File: config.mk
export PLATFORM = sky130hd
export DESIGN_NAME = dmem_access_ctrl
export DESIGN_NICKNAME = d
export VERILOG_FILES = /design/src/rtl/dmem_access_ctrl.sv
export SDC_FILE = /design/constraint.sdc
export NUM_CORES = 1
export LEC_CHECK = 0
export ABC_AREA = 1
export CAP_MARGIN = 25
export CORE_MARGIN = 2
export CORE_UTILIZATION = 38
export CTS_CLUSTER_DIAMETER = 30
export DETAILED_ROUTE_END_ITERATION = 10
export MAX_ROUTING_LAYER = met4
export PLACE_DENSITY_LB_ADDON = 0.1
export SYNTH_ARGS = -nofsm -noshare
export SYNTH_HDL_FRONTEND = slang
export SYNTH_SLANG_ARGS = --single-unit
File: constraint.sdc
create_clock -name clk -period 1.6 [get_ports clk]
set_clock_uncertainty 0.1 [all_clocks]
set_input_delay 0.24 -clock clk [delete_from_list [all_inputs] [get_ports clk]]
set_output_delay 0.24 -clock clk [all_outputs]
set_load 0.02 [all_outputs]
File: src/rtl/dmem_access_ctrl.sv
// Data-memory access controller: a single-request front end that turns
// requester reads, full writes and byte-masked writes into accesses on a
// synchronous memory port, using read-modify-write for partial writes.
module dmem_access_ctrl #(
  parameter int WORD = 32,
  parameter int ADDR = 16
) (
  input  logic              clk,
  input  logic              rst_n,
  input  logic              req_valid,
  output logic              req_ready,
  input  logic              req_we,
  input  logic [ADDR-1:0]   req_addr,
  input  logic [WORD-1:0]   req_wdata,
  input  logic [WORD/8-1:0] req_be,
  output logic              resp_valid,
  input  logic              resp_ready,
  output logic [WORD-1:0]   resp_rdata,
  output logic [ADDR-1:0]   mem_a,
  output logic              mem_w,
  output logic [WORD-1:0]   mem_d,
  input  logic [WORD-1:0]   mem_q
);

  localparam int NBYTE = WORD / 8;

  typedef enum logic [2:0] {
    IDLE, RD_ISSUE, RD_DATA, WR, RMW_RD, RMW_MERGE, RMW_WR, RESP
  } state_e;

  state_e           state_q, state_d;
  logic [ADDR-1:0]  addr_q, addr_d;
  logic [WORD-1:0]  wdata_q, wdata_d;
  logic [NBYTE-1:0] be_q, be_d;
  logic             we_q, we_d;
  logic [WORD-1:0]  merge_q, merge_d;
  logic [WORD-1:0]  rdata_q, rdata_d;
  logic [WORD-1:0]  mem_d_q;

  assign mem_a      = addr_q;
  assign resp_valid = (state_q == RESP);
  assign resp_rdata = rdata_q;

  // Next-state, request acceptance and datapath-register update logic.
  always_comb begin
    // NOTE: every signal driven here gets a default first so no path leaves
    // it unassigned, which would otherwise infer a latch.
    state_d   = state_q;
    addr_d    = addr_q;
    wdata_d   = wdata_q;
    be_d      = be_q;
    we_d      = we_q;
    merge_d   = merge_q;
    rdata_d   = rdata_q;
    req_ready = 1'b0;
    mem_w     = 1'b0;
    mem_d     = mem_d_q;

    case (state_q)
      IDLE:      req_ready = 1'b1;
      RD_ISSUE:  state_d = RD_DATA;
      RD_DATA: begin
        rdata_d = we_q ? '0 : mem_q;
        state_d = RESP;
      end
      WR: begin
        mem_w   = 1'b1;
        mem_d   = wdata_q;
        state_d = RESP;
      end
      RMW_RD:    state_d = RMW_MERGE;
      RMW_MERGE: begin
        for (int i = 0; i < NBYTE; i++) begin
          merge_d[8*i +: 8] = be_q[i] ? wdata_q[8*i +: 8] : mem_q[8*i +: 8];
        end
        state_d = RMW_WR;
      end
      RMW_WR: begin
        mem_w   = 1'b1;
        mem_d   = merge_q;
        state_d = RESP;
      end
      RESP: begin
        req_ready = resp_ready;
        if (resp_ready) state_d = IDLE;
      end
      default:   state_d = IDLE;
    endcase

    // No request is taken while reset is held, even though the state is IDLE.
    if (!rst_n) req_ready = 1'b0;

    // Accepted request: capture it and route on direction and byte mask.
    if (req_valid && req_ready) begin
      addr_d  = req_addr;
      wdata_d = req_wdata;
      be_d    = req_be;
      we_d    = req_we;
      rdata_d = '0;
      if (!req_we)         state_d = RD_ISSUE;
      else if (&req_be)    state_d = WR;
      else if (~|req_be)   state_d = RESP;
      else                 state_d = RMW_RD;
    end
  end

  // State and datapath registers with synchronous active-low reset.
  always_ff @(posedge clk) begin
    // NOTE: sequential state uses non-blocking assignments so every register
    // samples the pre-edge values regardless of statement order.
    if (!rst_n) begin
      state_q <= IDLE;
      addr_q  <= '0;
      wdata_q <= '0;
      be_q    <= '0;
      we_q    <= 1'b0;
      merge_q <= '0;
      rdata_q <= '0;
      mem_d_q <= '0;
    end else begin
      state_q <= state_d;
      addr_q  <= addr_d;
      wdata_q <= wdata_d;
      be_q    <= be_d;
      we_q    <= we_d;
      merge_q <= merge_d;
      rdata_q <= rdata_d;
      mem_d_q <= mem_d;
    end
  end

endmodule

# Yosys cells after proc, flatten, opt, wreduce, memory -nomap -nowiden
# Index checks and enable logic that the tools add are counted.
# Widths: inputs -> output; s select.
dict set report op_classes {
  eq_ne 8
  mux 15
  bitwise 1
  n_reduce_logical 9
}
# cell n
set op_table {}
lappend op_table {{$pmux 32 s2} 1}
lappend op_table {{$mux 32} 1}
lappend op_table {{$mux 8} 4}
lappend op_table {{$pmux 3 s5} 1}
lappend op_table {{$eq 3x3->1 const B} 4}
lappend op_table {{$mux 3} 4}
lappend op_table {{$eq 3x2->1 const B} 2}
lappend op_table {{$reduce_bool 6->1} 1}
lappend op_table {{$reduce_and 4->1} 1}
lappend op_table {{$reduce_or 2->1} 2}
lappend op_table {{$reduce_or 4->1} 1}
lappend op_table {{$eq 3x1->1 const B} 1}
lappend op_table {{$logic_not 3->1} 1}
lappend op_table {{$ne 3x1->1 const B} 1}
lappend op_table {{$reduce_or 3->1} 1}
lappend op_table {{$mux 1} 2}
lappend op_table {{$mux 2} 1}
lappend op_table {{$pmux 1 s2} 1}
lappend op_table {{$reduce_and 2->1} 1}
lappend op_table {{$logic_and 1x1->1} 1}
lappend op_table {{$not 1->1} 1}
dict set report word_totals {
  ff_bits 152
  inputBits 89
  out_inout_bits 83
  word_cells 41
}

# Longest topological paths before layout
# Gate-level depths: netlist (run 1).
dict set report depth {
  ltp_word 6
  ltp_mapped 10
}

# Least setup slack after synthesis (run 1)
# OpenSTA, ideal clock, no wires.
dict set report synth_timing {
  path_type {register to output}
  start {register state_q[0]}
  end {output port mem_d[10]}
  arrival_ns 1.174
  t_required_ns 1.260
  slack_ns 0.086
  path_stages_with_launch 8
  path_buffers 1
  cell_sequence {dfxtp_1 inv_2 nand2_1 nor2_2 nor2_2 buf_2 nand2_1 nand3_1}
}
dict set report synth_between {
  elab_chain_len 2
  word_cells_on_any_way 3
  cone_classes {eq/ne: 2; mux: 1}
}
# item line_no
set synth_lines {}
lappend synth_lines {{start, declared} 31} ;# state_e state_q, state_d;
lappend synth_lines {{start signal, assigned} 121} ;# state_q <= state_d;
lappend synth_lines {{$eq 3x3->1 / $eq 3x2->1 (equally long branches)} 59} ;# case (state_q)
lappend synth_lines {{$pmux 32 s2 *} 59}
lappend synth_lines {{end, declared} 21} ;# output logic [WORD-1:0] mem_d,
# Mark *: on every way between the ends. The rest lies on a longest branch, timed or not.

# Worst setup path after layout (run 1)
dict set report layout_timing {
  start {register state_q[0]}
  end {output port mem_d[2]}
}
# The elaborated chain is that of the path after synthesis.

==> results.py, run 1 <==
metrics = {
    "outcome": {
        "status": "finished, violations left",
        "violations": "setup timing",
    },
    "global_routing": {
        "antenna_found_initial": 0,
        "via_count_of_the_first_global_routing_pass": 6257,
        "grt_pass1_wl_um": 34340,
        "global_route.overflow_total": 0,
        "grt_usage_pct": 25.85,
        "maximum_number_of_pins_on_one_net_before_global_route_repair": 33,
    },
    "layout": {
        "n_antenna_cell": 0,
        "regArea_um2": 3054,
        "post-route-cell-area_um2": 10690,
        "layout-drive-gt1-share_pct": 28.30,
        "fill_cell_total_of_the_finished_layout": 1344,
        "layout.nets": 1169,
        "multi_input_area_um2": 3301,
        "flow.area_growth_from_synthesis_pct": 72.55,
    },
    "worst_setup_path": {
        "worst-r2r-cell-count": 13,
        "r2r_end": "wdata_q[13]$_SDFFE_PN0P_",
        "critical_path_required_ns": 1.26,
        "worst_setup_path_start_kind": "flop",
        "timing.reg2reg.setup_slack_ns": -0.20,
        "critical_path_class": "flop to primary output",
        "critPathArrivalTime_ns": 1.67,
        "crit_path_end_kind": "primary output",
        "cp_max_fo": 12,
        "critical_path.reg2reg.startpoint": "state_q[2]$_SDFFE_PN0P_",
    },
    "synth": {
        "synth.net_count": 934,
        "synth_xor_area_share_pct": 0,
        "combinational_family_with_the_most_area_after_synthesis": "simple AND/OR/NAND/NOR gates",
        "synthesis.area_per_instance_um2": 7.330,
        "mappedNetlistArea_um2": 6193,
        "yosys_warnings": 0,
        "synth.yosys.seq_area_share_pct": 49.13,
        "synth-simple-area-share_pct": 27.05,
        "synth_seq_cells": 152,
        "number_of_distinct_library_cell_variants_in_the_gate_level_netlist_after_synthesis": 19,
        "synthMuxAreaShare_pct": 0,
        "synth_compound_gate_area_share_pct": 14.85,
        "postSynthCellCount": 845,
        "synth_adder_area_share_pct": 0,
    },
    "die": {
        "die-width_um": 131.7,
        "design.die.area_um2": 17340,
        "die_h_um": 131.7,
        "core_region_area_um2": 15890,
        "effective_utilization_at_floorplan_pct": 38.99,
        "ios": 172,
        "rows": 46,
    },
    "drt": {
        "post-route-drc-count": 0,
        "vias": 6624,
        "totalWireLength_um": 22070,
        "wl_per_cell_um": 16.87,
        "detailedRoute.firstIterationViolations": 368,
        "antenna_violating_nets_post_route": 0,
        "drtPass1Iterations": 5,
        "drt-vias-per-instance": 5.064,
    },
    "clocking": {
        "tritoncts": "built",
        "cts_sinks": 152,
        "clock-root-buffer": "clkbuf_16",
        "cts_clk_pin_slew_worst_paths_ns": 0.06,
        "insertion_delay_ns": 0.43,
        "cts_buffer_depth": 2,
        "cts_buffers": 17,
        "htree_levels": 4,
    },
    "pwr": {
        "power_frac_comb_pct": 37.7,
        "clockPowerShare_pct": 28.4,
        "cellInternalPower_mw": 9.625,
        "swShare_pct": 34.29,
        "leakage_nw": 4.850,
        "seqPwrFrac_pct": 33.9,
        "ir_worst_vdd_mv": 0.9289,
        "cellPowerDensity_nw_per_um2": 1371,
        "power.switching_mw": 5.022,
    },
    "timing": {
        "grt_setup_unrepaired": "yes",
        "tightestPinTransition_ns": 0.5882,
        "whs_ns": 0.2431,
        "final.setup.worst_slack_ns": -0.4097,
        "max_freq_mhz": 497.6,
        "final_max_slew_viol_count": 0,
        "hold_viol": 0,
        "finalWorstPathRequiredPeriod_ns": 2.010,
        "final_min_period_over_clock_period_pct": 125.6,
        "finalSetupViolations": 122,
        "max-slew-margin-rel_pct": 60.74,
    },
    "min_path": {
        "hold_end": "mem_a[5]$_SDFFE_PN0P_",
        "min_path_cells": 3,
        "worst_hold_path_type": "input pin to flop",
        "hold_path_startpoint": "req_addr[5]",
    },
    "placement": {
        "postPlaceCellArea_um2": 8493,
        "place_congestion": 0.8441,
        "buffer_ports.inserted": 171,
        "post_dp_hpwl_um": 14010,
    },
    "flow_run": {
        "max-cap-violations": 0,
    },
}
per-layer routing:
layer  GRT usage (%)  vias up  wire (um)
met2           37.75      205       9958
met5               -        -          0
li1                -     3280          -
met1           35.50     3125      10420
met3           7.215       14       1555
met4           6.039        0        130
registers in the layout, summed over array words and instances, names as in the netlist:
signal / cells
be_q: 4
we_q: 1
wdata_q: 32
merge_q: 32
mem_d_q: 32
resp_rdata: 32
state_q: 3
mem_a: 16
worst max-delay path: stages (launching register included):
cell and delay [ns]:
dfxtp_4 0.38, nand2_4 0.07, nor2_4 0.14, nor2_4 0.07
buf_12 0.13, buf_12 0.15, nand2_4 0.06, nand3_2 0.08
buf_6 0.14
synthesized netlist by cell type:
cell type	instances	share of area, %
a211oi_1	48	5.8
a21oi_1	44	3.6
a31oi_1	32	3.2
buf_1	3	0.18
buf_2	24	1.9
buf_4	3	0.36
clkbuf_1	27	1.6
dfxtp_1	152	49
inv_1	75	4.5
inv_2	5	0.30
nand2_1	253	15
nand3_1	116	9.4
nand4_1	1	0.10
nor2_1	32	1.9
nor2_2	3	0.30
o21ai_0	18	1.5
o21ai_1	7	0.57
o21bai_1	1	0.12
o22ai_1	1	0.10
cell usage in the layout (no fill, tap or decap), types with 3 or more instances in the layout:
cell             Yosys  routed
nand2_2              0      31
dfxtp_4              0       3
buf_12               0      22
a21oi_1             44      33
inv_2                5       4
buf_16               0      15
nand3_2              0      33
dfxtp_1            152     149
buf_6                0      47
nand3_1            116      79
dlygate4sd2_1        0      48
nand2_1            253     190
inv_1               75      73
a31oi_1             32      32
clkbuf_16            0      18
a21oi_2              0      11
clkinv_2             0       3
a211oi_1            48      34
nor2_1              32      29
nand3_4              0       4
a211oi_2             0      12
buf_4                3      46
nor2_4               0       6
clkdlybuf4s50_1      0      87
buf_8                0       5
bufinv_16            0       3
nand2_4              0      31
o21ai_1              7       8
o21ai_0             18      17
power groups by stage:
| stage | sequential [mW] | combinational, mW | clock [mW] |
|---|---|---|---|
| floorplan | 5.14 | 1.78 | 0 |
| global placement | 4.95 | 3.86 | 0 |
| detailed placement | 4.96 | 3.87 | 0 |
| CTS | 4.92 | 5.23 | 4.20 |
| global route | 5.05 | 5.90 | 4.39 |
| finish | 4.97 | 5.53 | 4.15 |
kinds of logic after synthesis:
| kind of cell | after synthesis |
|---|---|
| AND/OR/NAND/NOR | 405 |
| flip-flops | 152 |
| AO/OA/AOI/OAI | 151 |
| buffers and inverters | 137 |
metrics by stage:
stage | utilization, % | std cells | setup TNS (ns) | setup slack, ns | power (mW)
final | 67.27 | 1308 | -26.06 | -0.4097 | 14.65
after global routing | 67.27 | 1308 | -33.89 | -0.4754 | 15.33
after CTS | 65.62 | 1306 | -30.70 | -0.3957 | 14.36
after detailed placement | 53.47 | 1229 | -29.54 | -0.4917 | 8.830
after global placement | 53.47 | 1229 | -28.60 | -0.4654 | 8.809
after floorplan | - | 845 | 0 | 0.08560 | 6.921
what timing repair did:
item,in CTS,in global routing
resized for setup,434,67
setup buffers,30,5
setup endpoints to repair,169,137
hold buffers,0,0
pin swaps,11,9
cloned,17,1
final cells by class:
type / count / share of cell area, %
Tap cell: 216 / 2.529
Clock buffer: 20 / 4.274
Timing Repair Buffer: 272 / 29.24
Clock inverter: 11 / 1.370
Sequential cell: 152 / 28.58
Inverter: 80 / 2.974
Timing Repair inverter: 1 / 0.1522
Multi-Input combinational cell: 556 / 30.89
how the worst max path moves through the flow:
| stage | cells after the start | slack [ns] | end | from |
|---|---|---|---|---|
| 2_1_floorplan | 7 | 0.09 | mem_d[10] | state_q[0]$_SDFFE_PN0P_ |
| 3_3_place_gp | 7 | -0.47 | mem_d[2] | state_q[0]$_SDFFE_PN0P_ |
| 3_5_place_dp | 7 | -0.49 | mem_d[2] | state_q[0]$_SDFFE_PN0P_ |
| 4_1_cts | 9 | -0.40 | mem_d[2] | state_q[0]$_SDFFE_PN0P_ |
| 5_1_grt | 8 | -0.48 | mem_d[30] | state_q[0]$_SDFFE_PN0P_ |
| 6_report | 8 | -0.41 | mem_d[2] | state_q[0]$_SDFFE_PN0P_ |
Power figures use the tool's default switching activity.
==> run 2, diff against run 1 <==
CORE_MARGIN = unset   (was 2)
==> results.py, run 2 (same netlist as run 1, synthesis figures left out) <==
metrics = {
    "timing": {
        "grt_setup_unrepaired": "yes",
        "hold_viol": 0,
        "tightestPinTransition_ns": 0.6718,
        "whs_ns": 0.1252,
        "finalSetupViolations": 147,
        "final_max_slew_viol_count": 0,
        "max_freq_mhz": 500.1,
        "finalWorstPathRequiredPeriod_ns": 2.000,
        "final_min_period_over_clock_period_pct": 125.0,
        "final.setup.worst_slack_ns": -0.3997,
        "max-slew-margin-rel_pct": 55.15,
    },
    "worst_setup_path": {
        "critPathArrivalTime_ns": 1.66,
        "delay_of_the_slowest_critical_path_stage_ns": 0.36,
        "cpMostUsedCell": "buf_6",
        "worst_setup_path_start_kind": "flop",
        "cp_max_fo": 9,
        "crit_path_cell_trace": "inv_4, nand2_4, nor2_4, buf_6, clkbuf_16, nand2_1, nand3_2, buf_6",
        "critical_path.slowest_cell": "dfxtp_4",
        "critical_path_class": "flop to primary output",
        "critical_path_required_ns": 1.26,
        "crit_path_end_kind": "primary output",
    },
    "layout": {
        "layout.nets": 1171,
        "n_antenna_cell": 0,
        "final_cell_count_no_fill": 1311,
        "most-common-layout-cells": "nand2_1 (166), dfxtp_1 (149), clkdlybuf4s50_1 (87)",
        "flow.area_growth_from_synthesis_pct": 77.29,
        "regArea_um2": 3054,
        "fill_cell_total_of_the_finished_layout": 1302,
        "layout_commonest_cell": "nand2_1",
        "fin_util_pct": 69.12,
        "multi_input_area_um2": 3608,
        "layout-drive-gt1-share_pct": 34.89,
    },
    "die": {
        "design.die.area_um2": 16810,
        "core_region_area_um2": 15890,
        "ios": 172,
        "rows": 46,
        "die-width_um": 129.7,
        "die_h_um": 129.7,
        "effective_utilization_at_floorplan_pct": 38.99,
    },
    "drt": {
        "totalWireLength_um": 22150,
        "antenna_violating_nets_post_route": 0,
        "post-route-drc-count": 0,
        "wl_per_cell_um": 16.90,
        "drtPass1Iterations": 4,
        "vias": 6589,
        "detailedRoute.firstIterationViolations": 417,
        "drt-vias-per-instance": 5.026,
    },
    "outcome": {
        "status": "finished, violations left",
        "violations": "setup timing",
    },
    "global_routing": {
        "via_count_of_the_first_global_routing_pass": 5888,
        "grt_pass1_wl_um": 31750,
        "grt_usage_pct": 25.74,
        "maximum_number_of_pins_on_one_net_before_global_route_repair": 34,
        "antenna_found_initial": 0,
        "global_route.overflow_total": 0,
    },
    "clocking": {
        "clock-root-buffer": "clkbuf_16",
        "cts_buffer_depth": 2,
        "tritoncts": "built",
        "cts_buffers": 17,
        "cts_clk_pin_slew_worst_paths_ns": 0.06,
        "cts_sinks": 152,
        "htree_levels": 4,
        "insertion_delay_ns": 0.42,
    },
    "pwr": {
        "ir_worst_vdd_mv": 1.048,
        "leakage_nw": 4.943,
        "cellPowerDensity_nw_per_um2": 1336,
    },
    "min_path": {
        "worst_hold_path_type": "input pin to flop",
    },
    "placement": {
        "place_congestion": 0.8660,
        "buffer_ports.inserted": 171,
        "post_dp_hpwl_um": 13810,
        "cell_total_after_placement": 1235,
    },
    "flow_run": {
        "max-cap-violations": 0,
    },
}
-- run 2: changes by cell type in the layout (fill, tap and decap cells not counted), moves of 3 or more --
cell / before / now
buf_6: 47 / 50
nand2_2: 31 / 51
clkbuf_16: 18 / 28
buf_16: 15 / 5
nand3_1: 79 / 75
o21ai_0: 17 / 8
a21oi_2: 11 / 26
nand2_1: 190 / 166
o21ai_2: 0 / 5
a211oi_2: 12 / 27
a21oi_1: 33 / 17
a211oi_1: 34 / 17
nand3_2: 33 / 38
nand2_4: 31 / 35
-- run 2: path summary, 6_finish.rpt --
check / start / end / slack, ns / cells after the start
max: state_q[0]$_SDFFE_PN0P_ / mem_d[20] / -0.40 / 8
min: rst_n / state_q[2]$_SDFFE_PN0P_ / 0.13 / 4
min reg2reg: merge_q[27]$_SDFFE_PN0P_ / merge_q[27]$_SDFFE_PN0P_ / 0.35 / 2
max reg2reg: state_q[1]$_SDFFE_PN0P_ / wdata_q[30]$_SDFFE_PN0P_ / -0.34 / 15
-- run 2: cell type report --
cell class / instances / area share, %
Clock buffer: 19 / 4.034
Inverter: 80 / 2.974
Clock inverter: 13 / 1.310
Timing Repair Buffer: 274 / 28.40
Tap cell: 216 / 2.461
Multi-Input combinational cell: 556 / 32.86
Sequential cell: 152 / 27.81
Timing Repair inverter: 1 / 0.1481
-- run 2: metrics by stage --
| step | worst slack (ns) | total power [mW] | TNS, ns | area, um^2 |
|---|---|---|---|---|
| after floorplan | 0.08560 | 6.921 | 0 | 6193 |
| after global placement | -0.4565 | 8.797 | -29.91 | 8513 |
| after detailed placement | -0.4885 | 8.808 | -30.77 | 8513 |
| after CTS | -0.4502 | 13.58 | -28.61 | 9903 |
| after global routing | -0.4563 | 15.37 | -46.69 | 10980 |
| final | -0.3997 | 14.67 | -38.47 | 10980 |
-- run 2: power by group --
part | switching (mW) | internal [mW] | total (mW)
clock | 1.66 | 2.35 | 4.01
combinational | 3.05 | 2.62 | 5.67
sequential | 0.538 | 4.45 | 4.99
total | 5.25 | 9.42 | 14.7
-- run 2: routing by layer --
layer  wire (um)  part of all wire [%]  GRT usage [%]
met4         241                   1.1          7.114
met2       10030                    45          34.89
met5           0                     0              -
met1       10410                    47          37.40
met3        1469                   6.6          6.235
-- run 2: worst max-delay path: cells and delay by family, from the launching register on --
kind                   cells  cell delay [ns]
buffers and inverters      4             0.49
and+or+nand+nor            4             0.37
DFF                        1             0.36
-- run 2: what timing repair did --
action,4_1_cts,5_1_grt
cloned,7,13
buffers inserted,19,11
pin swaps,7,21
setup endpoints to repair,169,142
hold buffers,0,0
gates resized for setup,381,201
==> run 3, diff against run 2 <==
clock period = 2.4 ns   (was 1.6 ns; I/O delays follow)
==> results.py, run 3 (same netlist as run 1, synthesis figures left out) <==
metrics = {
    "outcome": {
        "status": "finished, final reports clean",
    },
    "worst_setup_path": {
        "worst-r2r-cell-count": 9,
        "critical_path_required_ns": 1.94,
        "critPathArrivalTime_ns": 1.88,
        "critical_path_buf_inv_count": 3,
        "worst_setup_path_start_kind": "flop",
        "critical_path_class": "flop to primary output",
        "timing.reg2reg.setup_slack_ns": 0.73,
        "critical_path.slowest_cell": "dfxtp_2",
        "delay_of_the_slowest_critical_path_stage_ns": 0.37,
        "worst_path_dominant_cell_family": "buffers and inverters",
        "r2r_end": "wdata_q[24]$_SDFFE_PN0P_",
        "crit_path_end_kind": "primary output",
        "crit_path_cell_trace": "inv_2, nand2_1, nor2_4, nor2_4, buf_12, nand2_1, nand3_1, clkdlybuf4s15_1",
        "cp_max_fo": 17,
        "critical_path.reg2reg.startpoint": "state_q[1]$_SDFFE_PN0P_",
        "worst-path-stages": 8,
    },
    "clocking": {
        "tritoncts": "built",
        "insertion_delay_ns": 0.42,
        "cts_buffer_depth": 2,
        "clock-root-buffer": "clkbuf_16",
        "cts_buffers": 17,
        "cts_clk_pin_slew_worst_paths_ns": 0.06,
        "htree_levels": 4,
        "cts_sinks": 152,
    },
    "layout": {
        "most-common-layout-cells": "nand2_1 (253), dfxtp_1 (151), clkdlybuf4s50_1 (136)",
        "fill_cell_total_of_the_finished_layout": 1610,
        "layout_commonest_cell": "nand2_1",
        "final_cell_count_no_fill": 1231,
        "layout-drive-gt1-share_pct": 7.988,
        "post-route-cell-area_um2": 8737,
        "flow.area_growth_from_synthesis_pct": 41.07,
        "layout.nets": 1090,
    },
    "timing": {
        "finalWorstPathRequiredPeriod_ns": 2.342,
        "hold_viol": 0,
        "max_freq_mhz": 427.0,
        "final_max_slew_viol_count": 0,
        "tightestPinTransition_ns": 0.6295,
        "grt_setup_unrepaired": "yes",
        "max-slew-margin-rel_pct": 57.97,
        "final.setup.worst_slack_ns": 0.05830,
        "final_min_period_over_clock_period_pct": 97.57,
        "finalSetupViolations": 0,
    },
    "placement": {
        "postPlaceCellArea_um2": 8145,
        "buffer_ports.inserted": 171,
        "placement.setup.worst_slack_ns": 0.1068,
        "post_dp_hpwl_um": 13090,
        "cell_total_after_placement": 1196,
        "place_congestion": 0.7910,
    },
    "die": {
        "design.die.area_um2": 16810,
        "effective_utilization_at_floorplan_pct": 38.99,
        "ios": 172,
        "die_h_um": 129.7,
        "rows": 46,
        "die-width_um": 129.7,
        "core_region_area_um2": 15890,
    },
    "min_path": {
        "min_path_cells": 5,
        "hold_path_startpoint": "rst_n",
        "hold_end": "state_q[0]$_SDFFE_PN0P_",
        "worst_hold_path_type": "input pin to flop",
    },
    "global_routing": {
        "maximum_number_of_pins_on_one_net_before_global_route_repair": 65,
        "grt_usage_pct": 23.36,
        "via_count_of_the_first_global_routing_pass": 5450,
        "global_route.overflow_total": 0,
        "grt_pass1_wl_um": 28950,
        "antenna_found_initial": 1,
    },
    "pwr": {
        "leakage_nw": 3.627,
        "ir_worst_vdd_mv": 0.5862,
        "cellPowerDensity_nw_per_um2": 961.9,
    },
    "drt": {
        "wl_per_cell_um": 15.05,
        "detailedRoute.firstIterationViolations": 349,
        "totalWireLength_um": 18530,
        "post-route-drc-count": 0,
        "vias": 5888,
        "antenna_violating_nets_post_route": 0,
        "drt-vias-per-instance": 4.783,
        "drtPass1Iterations": 5,
    },
    "flow_run": {
        "max-cap-violations": 0,
    },
}
run 3: how the worst max path moves through the flow:
stage | start | to | slack (ns)
global route | state_q[0]$_SDFFE_PN0P_ | mem_d[14] | -0.06
finish | state_q[0]$_SDFFE_PN0P_ | mem_d[16] | 0.06
floorplan | state_q[0]$_SDFFE_PN0P_ | mem_d[10] | 0.77
CTS | state_q[0]$_SDFFE_PN0P_ | mem_d[19] | 0.0008
global placement | resp_ready | req_ready | 0.11
detailed placement | resp_ready | req_ready | 0.11
run 3: through the flow:
stage	total power, mW	hold slack (ns)	utilization (%)	setup TNS (ns)
after floorplan	4.614	0.3239	-	0
after global placement	5.677	0.3331	51.28	0
after detailed placement	5.686	0.3363	51.28	0
after CTS	8.422	0.3164	55.01	0
after global routing	8.855	0.3536	55.00	-0.7257
final	8.404	0.3270	55.00	0
run 3: where the power goes:
part	leakage [nW]	total, mW	switching [mW]	internal (mW)
clock	0.280	2.75	1.10	1.64
sequential	1.24	3.28	0.326	2.96
combinational	2.11	2.37	1.40	0.973
total	3.63	8.40	2.83	5.58
run 3: final cells by class:
class                      instances  area [um^2]  area share, %
inverter                          80        300.3          3.437
sequential                       152         3044          34.84
tap                              216        270.3          3.093
antenna                            1        2.502        0.02864
clock buffer                      18        429.2          4.912
timing repair buffer             194         1903          21.78
clock inverter                    14        172.7          1.976
multi-input combinational        556         2615          29.93
run 3: layer usage:
| layer | track usage, % | part of all wire, % | vias to the layer above |
|---|---|---|---|
| met3 | 6.936 | 7.5 | 11 |
| met1 | 35.03 | 52 | 2593 |
| met2 | 29.41 | 40 | 180 |
| met4 | 6.361 | 0.90 | 0 |
| met5 | - | 0 | - |
| li1 | - | - | 3104 |
run 3: worst min-delay path, stage by stage:
cell	delay, ns
buf_2	0.11
nand3_1	0.08
o21ai_0	0.09
o21ai_0	0.09
a21oi_1	0.07
run 3: what timing repair did:
item                       in CTS  in global routing
hold buffers                    0                  0
buffers inserted                0                  1
resized for setup              61                 19
gates cloned                    0                  1
pin swaps                       0                  0
setup endpoints to repair      34                 32
